$ cat config.mk
export PLATFORM = sky130hd
export DESIGN_NAME = lanectrl_delay_seq_flat
export DESIGN_NICKNAME = d
export VERILOG_FILES = /design/src/rtl/lanectrl_delay_seq_if.sv /design/src/rtl/lanectrl_delay_seq.sv /design/src/flat_wrapper.sv
export SDC_FILE = /design/constraint.sdc
export NUM_CORES = 1
export LEC_CHECK = 0
export ABC_AREA = 1
export CAP_MARGIN = 40
export CORE_MARGIN = 2
export CORE_UTILIZATION = 40
export DETAILED_ROUTE_END_ITERATION = 10
export REMOVE_ABC_BUFFERS = 1
export SLEW_MARGIN = 20
export SYNTH_ARGS = -nofsm -noshare
export SYNTH_HDL_FRONTEND = slang
export SYNTH_SLANG_ARGS = --single-unit
$ cat constraint.sdc
create_clock -name clk -period 2.4 [get_ports clk]
set_clock_uncertainty 0.1 [all_clocks]
set_input_delay 0.24 -clock clk [delete_from_list [all_inputs] [get_ports clk]]
set_output_delay 0.24 -clock clk [all_outputs]
set_load 0.05 [all_outputs]
$ cat src/rtl/lanectrl_delay_seq_if.sv
`default_nettype none
// ============================================================================
// Module  : lanectrl_delay_seq_if
// Brief   : Request/response bundle between a training master and the
//           lanectrl_delay_seq delay-line sequencer.
// Rev     : 1.0 - initial release
// ============================================================================
interface lanectrl_delay_seq_if #(
    parameter int NUM_LANES = 4,
    parameter int TAP_W     = 8
);
    localparam int LW = (NUM_LANES > 1) ? $clog2(NUM_LANES) : 1;

    logic             req_valid;
    logic             req_ready;
    logic [LW-1:0]    req_lane;
    logic             req_load;
    logic             req_dir;
    logic [TAP_W-1:0] req_taps;

    logic             rsp_valid;
    logic             rsp_oor;
    logic             rsp_err;
    logic [TAP_W-1:0] rsp_moved;

    modport master (
        output req_valid, req_lane, req_load, req_dir, req_taps,
        input  req_ready, rsp_valid, rsp_oor, rsp_err, rsp_moved
    );

    modport slave (
        input  req_valid, req_lane, req_load, req_dir, req_taps,
        output req_ready, rsp_valid, rsp_oor, rsp_err, rsp_moved
    );
endinterface
`default_nettype wire

$ cat src/rtl/lanectrl_delay_seq.sv
`default_nettype none
// ============================================================================
// Module  : lanectrl_delay_seq
// Brief   : Multi-lane delay-line sequencer; brackets each LOAD or MOVE burst
//           with an HS_IO_CLK_PAUSE window and tracks per-lane tap position.
// Rev     : 1.0 - initial release
// ============================================================================
module lanectrl_delay_seq #(
    parameter int NUM_LANES  = 4,
    parameter int TAP_W      = 8,
    parameter int PAUSE_PRE  = 2,
    parameter int PAUSE_POST = 2,
    parameter int MOVE_GAP   = 1,
    parameter int LOAD_VALUE = 1
) (
    input  wire                        clk,
    input  wire                        rst_n,
    lanectrl_delay_seq_if.slave        bus,
    output logic [NUM_LANES-1:0]       delay_line_sel_o,
    output logic [NUM_LANES-1:0]       delay_line_load_o,
    output logic [NUM_LANES-1:0]       delay_line_direction_o,
    output logic [NUM_LANES-1:0]       delay_line_move_o,
    output logic [NUM_LANES-1:0]       hs_io_clk_pause_o,
    input  wire  [NUM_LANES-1:0]       delay_line_out_of_range_i,
    output logic [NUM_LANES*TAP_W-1:0] tap_pos_o
);
    localparam int LW      = (NUM_LANES > 1) ? $clog2(NUM_LANES) : 1;
    localparam int CNT_MAX = (PAUSE_PRE > PAUSE_POST)
                           ? ((PAUSE_PRE  > MOVE_GAP) ? PAUSE_PRE  : MOVE_GAP)
                           : ((PAUSE_POST > MOVE_GAP) ? PAUSE_POST : MOVE_GAP);
    localparam int CNT_W   = $clog2(CNT_MAX + 1);
    localparam logic [TAP_W-1:0] LV = TAP_W'(LOAD_VALUE);

    typedef enum logic [2:0] {
        S_IDLE  = 3'd0,
        S_PRE   = 3'd1,
        S_SETUP = 3'd2,
        S_MOVE  = 3'd3,
        S_GAP   = 3'd4,
        S_POST  = 3'd5,
        S_RESP  = 3'd6
    } state_t;

    state_t            state_q, state_d;
    logic [LW-1:0]     lane_q, lane_d;
    logic              load_q, load_d;
    logic              dir_q, dir_d;
    logic [TAP_W-1:0]  taps_q, taps_d;
    logic [TAP_W-1:0]  moved_q, moved_d;
    logic              oor_q, oor_d;
    logic              err_q, err_d;
    logic [CNT_W-1:0]  cnt_q, cnt_d;

    logic [NUM_LANES-1:0] lane_oh;
    logic                 lane_oor;
    logic                 req_illegal;

    // One-hot of the registered lane; an illegal index decodes to all-zero.
    always_comb begin
        lane_oh = '0;
        for (int i = 0; i < NUM_LANES; i++) begin
            lane_oh[i] = (32'(lane_q) == i);
        end
    end

    assign lane_oor    = |(delay_line_out_of_range_i & lane_oh);
    assign req_illegal = (32'(bus.req_lane) >= NUM_LANES);

    always_ff @(posedge clk or negedge rst_n) begin
        if (!rst_n) begin
            state_q <= S_IDLE;
            lane_q  <= '0;
            load_q  <= 1'b0;
            dir_q   <= 1'b0;
            taps_q  <= '0;
            moved_q <= '0;
            oor_q   <= 1'b0;
            err_q   <= 1'b0;
            cnt_q   <= '0;
        end else begin
            state_q <= state_d;
            lane_q  <= lane_d;
            load_q  <= load_d;
            dir_q   <= dir_d;
            taps_q  <= taps_d;
            moved_q <= moved_d;
            oor_q   <= oor_d;
            err_q   <= err_d;
            cnt_q   <= cnt_d;
        end
    end

    always_comb begin
        state_d = state_q;
        lane_d  = lane_q;
        load_d  = load_q;
        dir_d   = dir_q;
        taps_d  = taps_q;
        moved_d = moved_q;
        oor_d   = oor_q;
        err_d   = err_q;
        cnt_d   = cnt_q;

        case (state_q)
            S_IDLE: begin
                if (bus.req_valid) begin
                    lane_d  = bus.req_lane;
                    load_d  = bus.req_load;
                    dir_d   = bus.req_dir;
                    taps_d  = bus.req_taps;
                    moved_d = '0;
                    oor_d   = 1'b0;
                    err_d   = req_illegal;
                    if (req_illegal || (!bus.req_load && (bus.req_taps == '0))) begin
                        state_d = S_RESP;
                    end else begin
                        state_d = S_PRE;
                        cnt_d   = CNT_W'(PAUSE_PRE - 1);
                    end
                end
            end
            S_PRE: begin
                if (cnt_q == '0) state_d = S_SETUP;
                else             cnt_d   = cnt_q - CNT_W'(1);
            end
            S_SETUP: begin
                if (load_q) begin
                    state_d = S_POST;
                    cnt_d   = CNT_W'(PAUSE_POST - 1);
                end else begin
                    state_d = S_MOVE;
                end
            end
            S_MOVE: begin
                moved_d = moved_q + TAP_W'(1);
                state_d = S_GAP;
                cnt_d   = CNT_W'(MOVE_GAP - 1);
            end
            S_GAP: begin
                // Out-of-range is only meaningful once the gap has settled.
                if (cnt_q != '0) begin
                    cnt_d = cnt_q - CNT_W'(1);
                end else if (lane_oor) begin
                    oor_d   = 1'b1;
                    state_d = S_POST;
                    cnt_d   = CNT_W'(PAUSE_POST - 1);
                end else if (moved_q < taps_q) begin
                    state_d = S_MOVE;
                end else begin
                    state_d = S_POST;
                    cnt_d   = CNT_W'(PAUSE_POST - 1);
                end
            end
            S_POST: begin
                if (cnt_q == '0) state_d = S_RESP;
                else             cnt_d   = cnt_q - CNT_W'(1);
            end
            S_RESP: begin
                state_d = S_IDLE;
            end
            default: begin
                state_d = S_IDLE;
            end
        endcase
    end

    always_comb begin
        hs_io_clk_pause_o      = '0;
        delay_line_sel_o       = '0;
        delay_line_direction_o = '0;
        delay_line_load_o      = '0;
        delay_line_move_o      = '0;
        if (state_q inside {S_PRE, S_SETUP, S_MOVE, S_GAP, S_POST}) begin
            hs_io_clk_pause_o = lane_oh;
        end
        if (state_q inside {S_SETUP, S_MOVE, S_GAP}) begin
            delay_line_sel_o       = lane_oh;
            delay_line_direction_o = dir_q ? lane_oh : '0;
        end
        if ((state_q == S_SETUP) && load_q) begin
            delay_line_load_o = lane_oh;
        end
        if (state_q == S_MOVE) begin
            delay_line_move_o = lane_oh;
        end
    end

    assign bus.req_ready = (state_q == S_IDLE);
    assign bus.rsp_valid = (state_q == S_RESP);
    assign bus.rsp_oor   = (state_q == S_RESP) && oor_q;
    assign bus.rsp_err   = (state_q == S_RESP) && err_q;
    assign bus.rsp_moved = (state_q == S_RESP) ? moved_q : '0;

    for (genvar i = 0; i < NUM_LANES; i++) begin : g_lane
        logic [TAP_W-1:0] pos_q;

        always_ff @(posedge clk or negedge rst_n) begin
            if (!rst_n) begin
                pos_q <= LV;
            end else if (lane_oh[i] && (state_q == S_SETUP) && load_q) begin
                pos_q <= LV;
            end else if (lane_oh[i] && (state_q == S_MOVE)) begin
                if (dir_q && (pos_q != '1)) begin
                    pos_q <= pos_q + TAP_W'(1);
                end else if (!dir_q && (pos_q != '0)) begin
                    pos_q <= pos_q - TAP_W'(1);
                end
            end
        end

        assign tap_pos_o[i*TAP_W +: TAP_W] = pos_q;
    end
endmodule
`default_nettype wire

$ cat src/flat_wrapper.sv
// flat-port wrapper written by rule: the top's interface ports become plain ports
module lanectrl_delay_seq_flat 
#(
    parameter int NUM_LANES  = 4,
    parameter int TAP_W      = 8,
    parameter int PAUSE_PRE  = 2,
    parameter int PAUSE_POST = 2,
    parameter int MOVE_GAP   = 1,
    parameter int LOAD_VALUE = 1
)
  (clk, rst_n, delay_line_sel_o, delay_line_load_o, delay_line_direction_o, delay_line_move_o, hs_io_clk_pause_o, delay_line_out_of_range_i, tap_pos_o, bus_req_valid, bus_req_lane, bus_req_load, bus_req_dir, bus_req_taps, bus_req_ready, bus_rsp_valid, bus_rsp_oor, bus_rsp_err, bus_rsp_moved);
  lanectrl_delay_seq_if #(.NUM_LANES(NUM_LANES), .TAP_W(TAP_W)) bus_i ();
  input  wire clk;
  input  wire rst_n;
  output logic [NUM_LANES-1:0] delay_line_sel_o;
  output logic [NUM_LANES-1:0] delay_line_load_o;
  output logic [NUM_LANES-1:0] delay_line_direction_o;
  output logic [NUM_LANES-1:0] delay_line_move_o;
  output logic [NUM_LANES-1:0] hs_io_clk_pause_o;
  input  wire  [NUM_LANES-1:0] delay_line_out_of_range_i;
  output logic [NUM_LANES*TAP_W-1:0] tap_pos_o;
  input wire logic [$bits(bus_i.req_valid)-1:0] bus_req_valid;
  input wire logic [$bits(bus_i.req_lane)-1:0] bus_req_lane;
  input wire logic [$bits(bus_i.req_load)-1:0] bus_req_load;
  input wire logic [$bits(bus_i.req_dir)-1:0] bus_req_dir;
  input wire logic [$bits(bus_i.req_taps)-1:0] bus_req_taps;
  output wire logic [$bits(bus_i.req_ready)-1:0] bus_req_ready;
  output wire logic [$bits(bus_i.rsp_valid)-1:0] bus_rsp_valid;
  output wire logic [$bits(bus_i.rsp_oor)-1:0] bus_rsp_oor;
  output wire logic [$bits(bus_i.rsp_err)-1:0] bus_rsp_err;
  output wire logic [$bits(bus_i.rsp_moved)-1:0] bus_rsp_moved;
  assign bus_i.req_valid = bus_req_valid;
  assign bus_i.req_lane = bus_req_lane;
  assign bus_i.req_load = bus_req_load;
  assign bus_i.req_dir = bus_req_dir;
  assign bus_i.req_taps = bus_req_taps;
  assign bus_req_ready = bus_i.req_ready;
  assign bus_rsp_valid = bus_i.rsp_valid;
  assign bus_rsp_oor = bus_i.rsp_oor;
  assign bus_rsp_err = bus_i.rsp_err;
  assign bus_rsp_moved = bus_i.rsp_moved;
  lanectrl_delay_seq #(.NUM_LANES(NUM_LANES), .TAP_W(TAP_W), .PAUSE_PRE(PAUSE_PRE), .PAUSE_POST(PAUSE_POST), .MOVE_GAP(MOVE_GAP), .LOAD_VALUE(LOAD_VALUE)) u_core (.clk(clk), .rst_n(rst_n), .bus(bus_i), .delay_line_sel_o(delay_line_sel_o), .delay_line_load_o(delay_line_load_o), .delay_line_direction_o(delay_line_direction_o), .delay_line_move_o(delay_line_move_o), .hs_io_clk_pause_o(hs_io_clk_pause_o), .delay_line_out_of_range_i(delay_line_out_of_range_i), .tap_pos_o(tap_pos_o));
endmodule
After elaboration in Yosys (flattened, before gate mapping) --
Index checks and enable logic that the tools add are counted.
Operators by class: add/subtract/negate cells 10, magnitude comparators 1, equal/unequal tests 22, mux-type cells 46, bitwise gates (word level) 1, reductions and logical operators 58
Operators by type and width (count):
- 2-to-1 mux 8 bit | 18
- adder 8 x 1 -> 8 bit (second input constant) | 5
- != test 8 bit (second input constant) | 4
- nonzero test 8 bit | 4
- subtractor 8 x 1 -> 8 bit (second input constant) | 4
- 2-to-1 mux 3 bit | 8
- 2-to-1 mux 4 bit | 6
- logical AND 1 bit | 23
- case mux 3 bit (6 select lines) | 1
- case mux 8 bit (2 select lines) | 1
- nonzero test 3 bit | 5
- 2-to-1 mux 2 bit | 7
- nonzero test 2 bit | 7
- AND reduction 2 bit | 6
- case mux 2 bit (5 select lines) | 1
- nonzero test 5 bit | 2
- equality test 3 bit (second input constant) | 3
- logical NOT 8 bit | 1
- < comparator 8 bit | 1
- != test 2 x 1 -> 1 bit (second input constant) | 4
- != test 2 bit (second input constant) | 4
- AND reduction 4 bit | 2
- equality test 3 x 2 -> 1 bit (second input constant) | 2
- AND reduction 6 bit | 1
- 13 further kinds | 18
Storage, ports and cells: register bits after elaboration 58, bits of input ports 19, output and inout bits 64, logic and storage cells 150

Longest topological paths before layout --
depth in word-level cells 6, depth in mapped cells 13, depth with buffers taken out 13

Worst setup path before layout --
No wires, ideal clock.
kind register to output, from register u_core.state_q[2], to output port bus_rsp_moved[0], arrival time 2.424 ns, data required time 2.060 ns, slack -0.364 ns, cell stages (with the launch flop) 5, buffers on the path 0, cells stage by stage dfrtp_1 -> nand2_1 -> nor2_1 -> clkinv_1 -> nor2_1
Between the ends: longest elaborated chain between the ends 2
Ends and longest elaborated chain:
- start: declaration | RTL line lanectrl_delay_seq.sv:44 | state_t state_q, state_d;
- start signal: assignment | RTL line lanectrl_delay_seq.sv:81 | state_q <= state_d;
- equality test 3 bit
- net bus_rsp_valid | RTL line flat_wrapper.sv:28 | output wire logic [$bits(bus_i.rsp_valid)-1:0] bus_rsp_valid;
- 2-to-1 mux 8 bit | RTL line lanectrl_delay_seq.sv:192 | assign bus.rsp_moved = (state_q == S_RESP) ? moved_q : '0;
- end: declaration | RTL line flat_wrapper.sv:31 | output wire logic [$bits(bus_i.rsp_moved)-1:0] bus_rsp_moved;
The timed path passes the listed nets, and every way through them passes these cells.

Worst setup path after layout --
from register u_core.g_lane[0].pos_q[0], to register u_core.g_lane[0].pos_q[7]
Between the ends: longest elaborated chain between the ends 5, elaborated cells between the ends (all ways) 12, classes of those cells 2 x add/sub; 1 x eq/ne; 4 x mux; 5 x reduce/logical
Ends and longest elaborated chain:
- start: declaration | RTL line lanectrl_delay_seq.sv:195 | logic [TAP_W-1:0] pos_q;
- start signal: assignment | RTL line lanectrl_delay_seq.sv:204 | pos_q <= pos_q + TAP_W'(1);
- start signal: assignment | RTL line lanectrl_delay_seq.sv:206 | pos_q <= pos_q - TAP_W'(1);
- subtractor 8 x 1 -> 8 bit / != test 8 bit (equally long branches) | RTL line lanectrl_delay_seq.sv:206, lanectrl_delay_seq.sv:203
- 2-to-1 mux 8 bit / logical AND 1 bit (equally long branches) | RTL line lanectrl_delay_seq.sv:205, lanectrl_delay_seq.sv:203
- 2-to-1 mux 8 bit | RTL line lanectrl_delay_seq.sv:203 | if (dir_q && (pos_q != '1)) begin
- 2-to-1 mux 8 bit | RTL line lanectrl_delay_seq.sv:202 | end else if (lane_oh[i] && (state_q == S_MOVE)) begin
- 2-to-1 mux 8 bit | RTL line lanectrl_delay_seq.sv:200 | end else if (lane_oh[i] && (state_q == S_SETUP) && load_q) begin
Parallel ways exist; a longest one is shown, timed or not. The select of a mux whose other input is x is not followed. A chain may end at the register's enable or synchronous reset.

==> results.md <==
- Final global-route overflow total: 0
- Max-slew headroom: roughly 63%
- Met3 Use GR: about 5.5%
- Vias/cell: 5.002
- Clock root buffer: clkbuf_16
- Worst VDD drop: just under 0.7 mV
- Pins Over Slew Limit: 0
- Final WS setup: between 150 and 200 ps
- Setup Buffers After CTS: 0
- Clock Power Share: between 10% and 20%
- Final Setup Violations: 0
- Switching Share: between 50% and 60%
- Cells after DPL: 857
- Critical path fanouts, max: 6
- Global placement routability congestion: between 0.8 and 0.9
- Post-route ant nets: 0
- Flop2flop setup slack: about 160 ps
- Startpoint Class: register
- Synth top area share: between 20 and 30%
- Fmax: between 400 and 500 MHz
- Final Util: a little under three fifths
- Ranking of synthesized cells by area: dfrtp_1 30%, nand2_1 12%, ha_1 9.4%, inv_1 7.2%, nand3_1 5.2%
- Gr busiest metal: met2
- Final Hold Fails: 0
- Area leader, netlist: dfrtp_1
- IO Count: slightly above 80
- CTS tree: yes
- 1st-pass router iterations: 7
- Worst path required time: between 2000 and 3000 ps
- Initial Util: approximately 41%
- Clk buf depth: 2
- HP Class: in2async
- H-tree lvl count: 3
- Worst-Margin Slew: about 550 ps
- Avg WL per Cell: between 10 and 15 microns
- Unrepaired setup endpoints after global routing: true
- Synthesis Warnings: 0
- Cell row count: 38
- Post-DP HPWL: between 9000 and 10000 microns
- Die Span Y: ~110 microns
- Global-route wire length before repair: slightly below 20000 microns
- Leakage: around 0.003 uW
- Grt met2 use: a little over a third
- Clock-pin slew of the registers on the worst-case setup and hold paths: around 60 ps
- Status: finished clean
- Num CTS Buffers: 9
- Synth Instances: between 600 and 700
- DIE AREA: around 12000 sq um
- PD cells: approximately 1600 nW/um^2
- Core area: 10940 sq um
- Total GRT Usage: between 20% and 30%
- Port-buffer cells: between 80 and 90
- CP endpoint kind: register
- DRC violations left: 0
- Initial drt markers: 186
- Filler cells: between 1000 and 1500
- Met1 GRT Util: roughly 27%
- Internal power: 4703 uW
- WHS: ~320 ps
- Die W: 110.3 microns
- Synthesized area: ~4500 sq um
- Via count: between 4000 and 5000
- Final net count: a little under 800
- Seq cells post-synth: 58
- Non-Filler Instances: roughly 900
- Sequential power share: about 19%
- Switch Pwr: about 4900 uW
- Most frequent cells in the layout: 138 x nand2_1, 87 x inv_1, 54 x dfrtp_1, 52 x nor2_1, 49 x clkdlybuf4s50_1
- Total of max-cap violations: 0
- Gate power share: about two thirds
- Period minus WS final: between 2000 and 2500 ps
- Clk_lat worst skew: between 300 and 400 ps
- Sequential share of the synthesized area: 32.25%
- Antenna violations before repair: 0
- Inserted Diodes: 0
- Area delta synth->final: 36.41%
- Distinct cells, synth: 37
- CTS sink count: 58
- Mean post-synth cell area: between 7 and 8 sq um
- Layout cells sized above 1: a little under a fifth
- WS Path Type: reg2reg
- Drt total wl: roughly 12000 microns
- Commonest non-fill, non-tap cell in the layout: nand2_1
- DP Worst Slack: between 20 and 25 ps
- Crit path DAT: 2350 ps
- Final Cycle Share: 93.17%
- Vias in the first global route: approximately 4200
- Largest net degree at the start of global routing: 38
worst paths after layout:
kind	from	end	depth (start not counted)
min in group clk	u_core.taps_q[0]	u_core.taps_q[0]	2
setup / recovery	u_core.g_lane[0].pos_q[0]	u_core.g_lane[0].pos_q[7]	14
hold reg to reg	u_core.taps_q[0]	u_core.taps_q[0]	2
hold / removal	rst_n	u_core.g_lane[3].pos_q[1]	2
setup reg to reg	u_core.g_lane[0].pos_q[0]	u_core.g_lane[0].pos_q[7]	14
max in group asynchronous	rst_n	u_core.g_lane[1].pos_q[0]	3
what timing repair did:
action / in CTS / in global routing
endpoints found under the setup margin: 0 / 25
resized for setup: 0 / 18
endpoints found under the hold margin: 20 / 0
hold buffers: 1 / 0
power groups by stage:
stage / registers, uW / logic (uW) / clock network (uW)
4_1_cts: 1780 / 6410 / 1410
3_5_place_dp: 1790 / 6370 / 0
2_1_floorplan: 2520 / 3750 / 0
3_3_place_gp: 1790 / 6310 / 0
6_report: 1780 / 6450 / 1380
5_1_grt: 1840 / 7170 / 1450
synthesized netlist by cell type:
cell and instances:
inv_2 13, nor2_4 7, xnor2_1 13, o21a_1 2
dfrtp_1 54, nand2_2 4, buf_4 3, a21o_1 2
a21oi_2 3, a31oi_1 2, nand2_1 142, nand2_8 1
inv_4 2, conb_1 1, nand4_1 16, buf_2 1
nand2_4 4, a21boi_0 1, clkinv_1 2, fa_1 4
nor3_1 14, o21ai_2 6, dfstp_2 4, xor2_1 5
nor2_2 5, inv_1 87, o21ai_1 11, a21oi_1 22
buf_6 2, nor2_1 53, o22ai_1 12, nand3_4 2
ha_1 34, o211ai_1 5, nand3_1 47, o21ai_0 32
o31ai_1 1
cell families after synthesis:
family / synth area share (%)
AND/OR/NAND/NOR: 30.40
buffers and inverters: 9.864
AO/OA/AOI/OAI: 12.72
flip-flops: 32.25
adder cells (fa/ha/maj): 11.19
XOR/XNOR: 3.491
other: 0.08305
final cells by class:
class | instances | area, sq um | share of cell area (%)
clock buffers | 9 | 225.2 | 3.656
multi-input cells | 451 | 2673 | 43.39
well taps | 140 | 175.2 | 2.844
clock inverters | 7 | 93.84 | 1.523
flip-flops and latches | 58 | 1456 | 23.64
repair buffers | 105 | 1141 | 18.53
inverters | 104 | 395.4 | 6.419
flip-flops by register name (all words and copies together), names as in the netlist:
name	flops
u_core.g_lane.pos_q	32
u_core.moved_q	8
u_core.taps_q	8
u_core.state_q	3
u_core.cnt_q	2
u_core.lane_q	2
u_core.dir_q	1
u_core.load_q	1
u_core.oor_q	1
critical path, stage by stage, from the launching register on:
cell and delay, ps:
dfstp_2 520, nand2_1 60, nor3_2 140, nand2_1 100
nand2_1 100, buf_4 140, ha_1 290, nand2_1 130
nand3_1 120, nand2_1 80, nand2_1 80, inv_1 60
nand3_1 50, nand3_1 70, nand2_1 60
stage by stage:
step / power [uW] / TNS [ps] / instance area (sq um)
floorplan: 6270 / -3295 / 4466
global placement: 8094 / 0 / 5769
detailed placement: 8159 / 0 / 5769
CTS: 9604 / 0 / 6098
global route: 10460 / -93.89 / 6160
finish: 9612 / 0 / 6160
per-layer routing:
metal  part of all wire [%]  routed length, microns
met4                   0.78                      94
met1                     46                    5491
met2                     49                    5827
met5                      0                       0
met3                    4.8                     577
No activity file was read; power rests on OpenSTA's default activity.
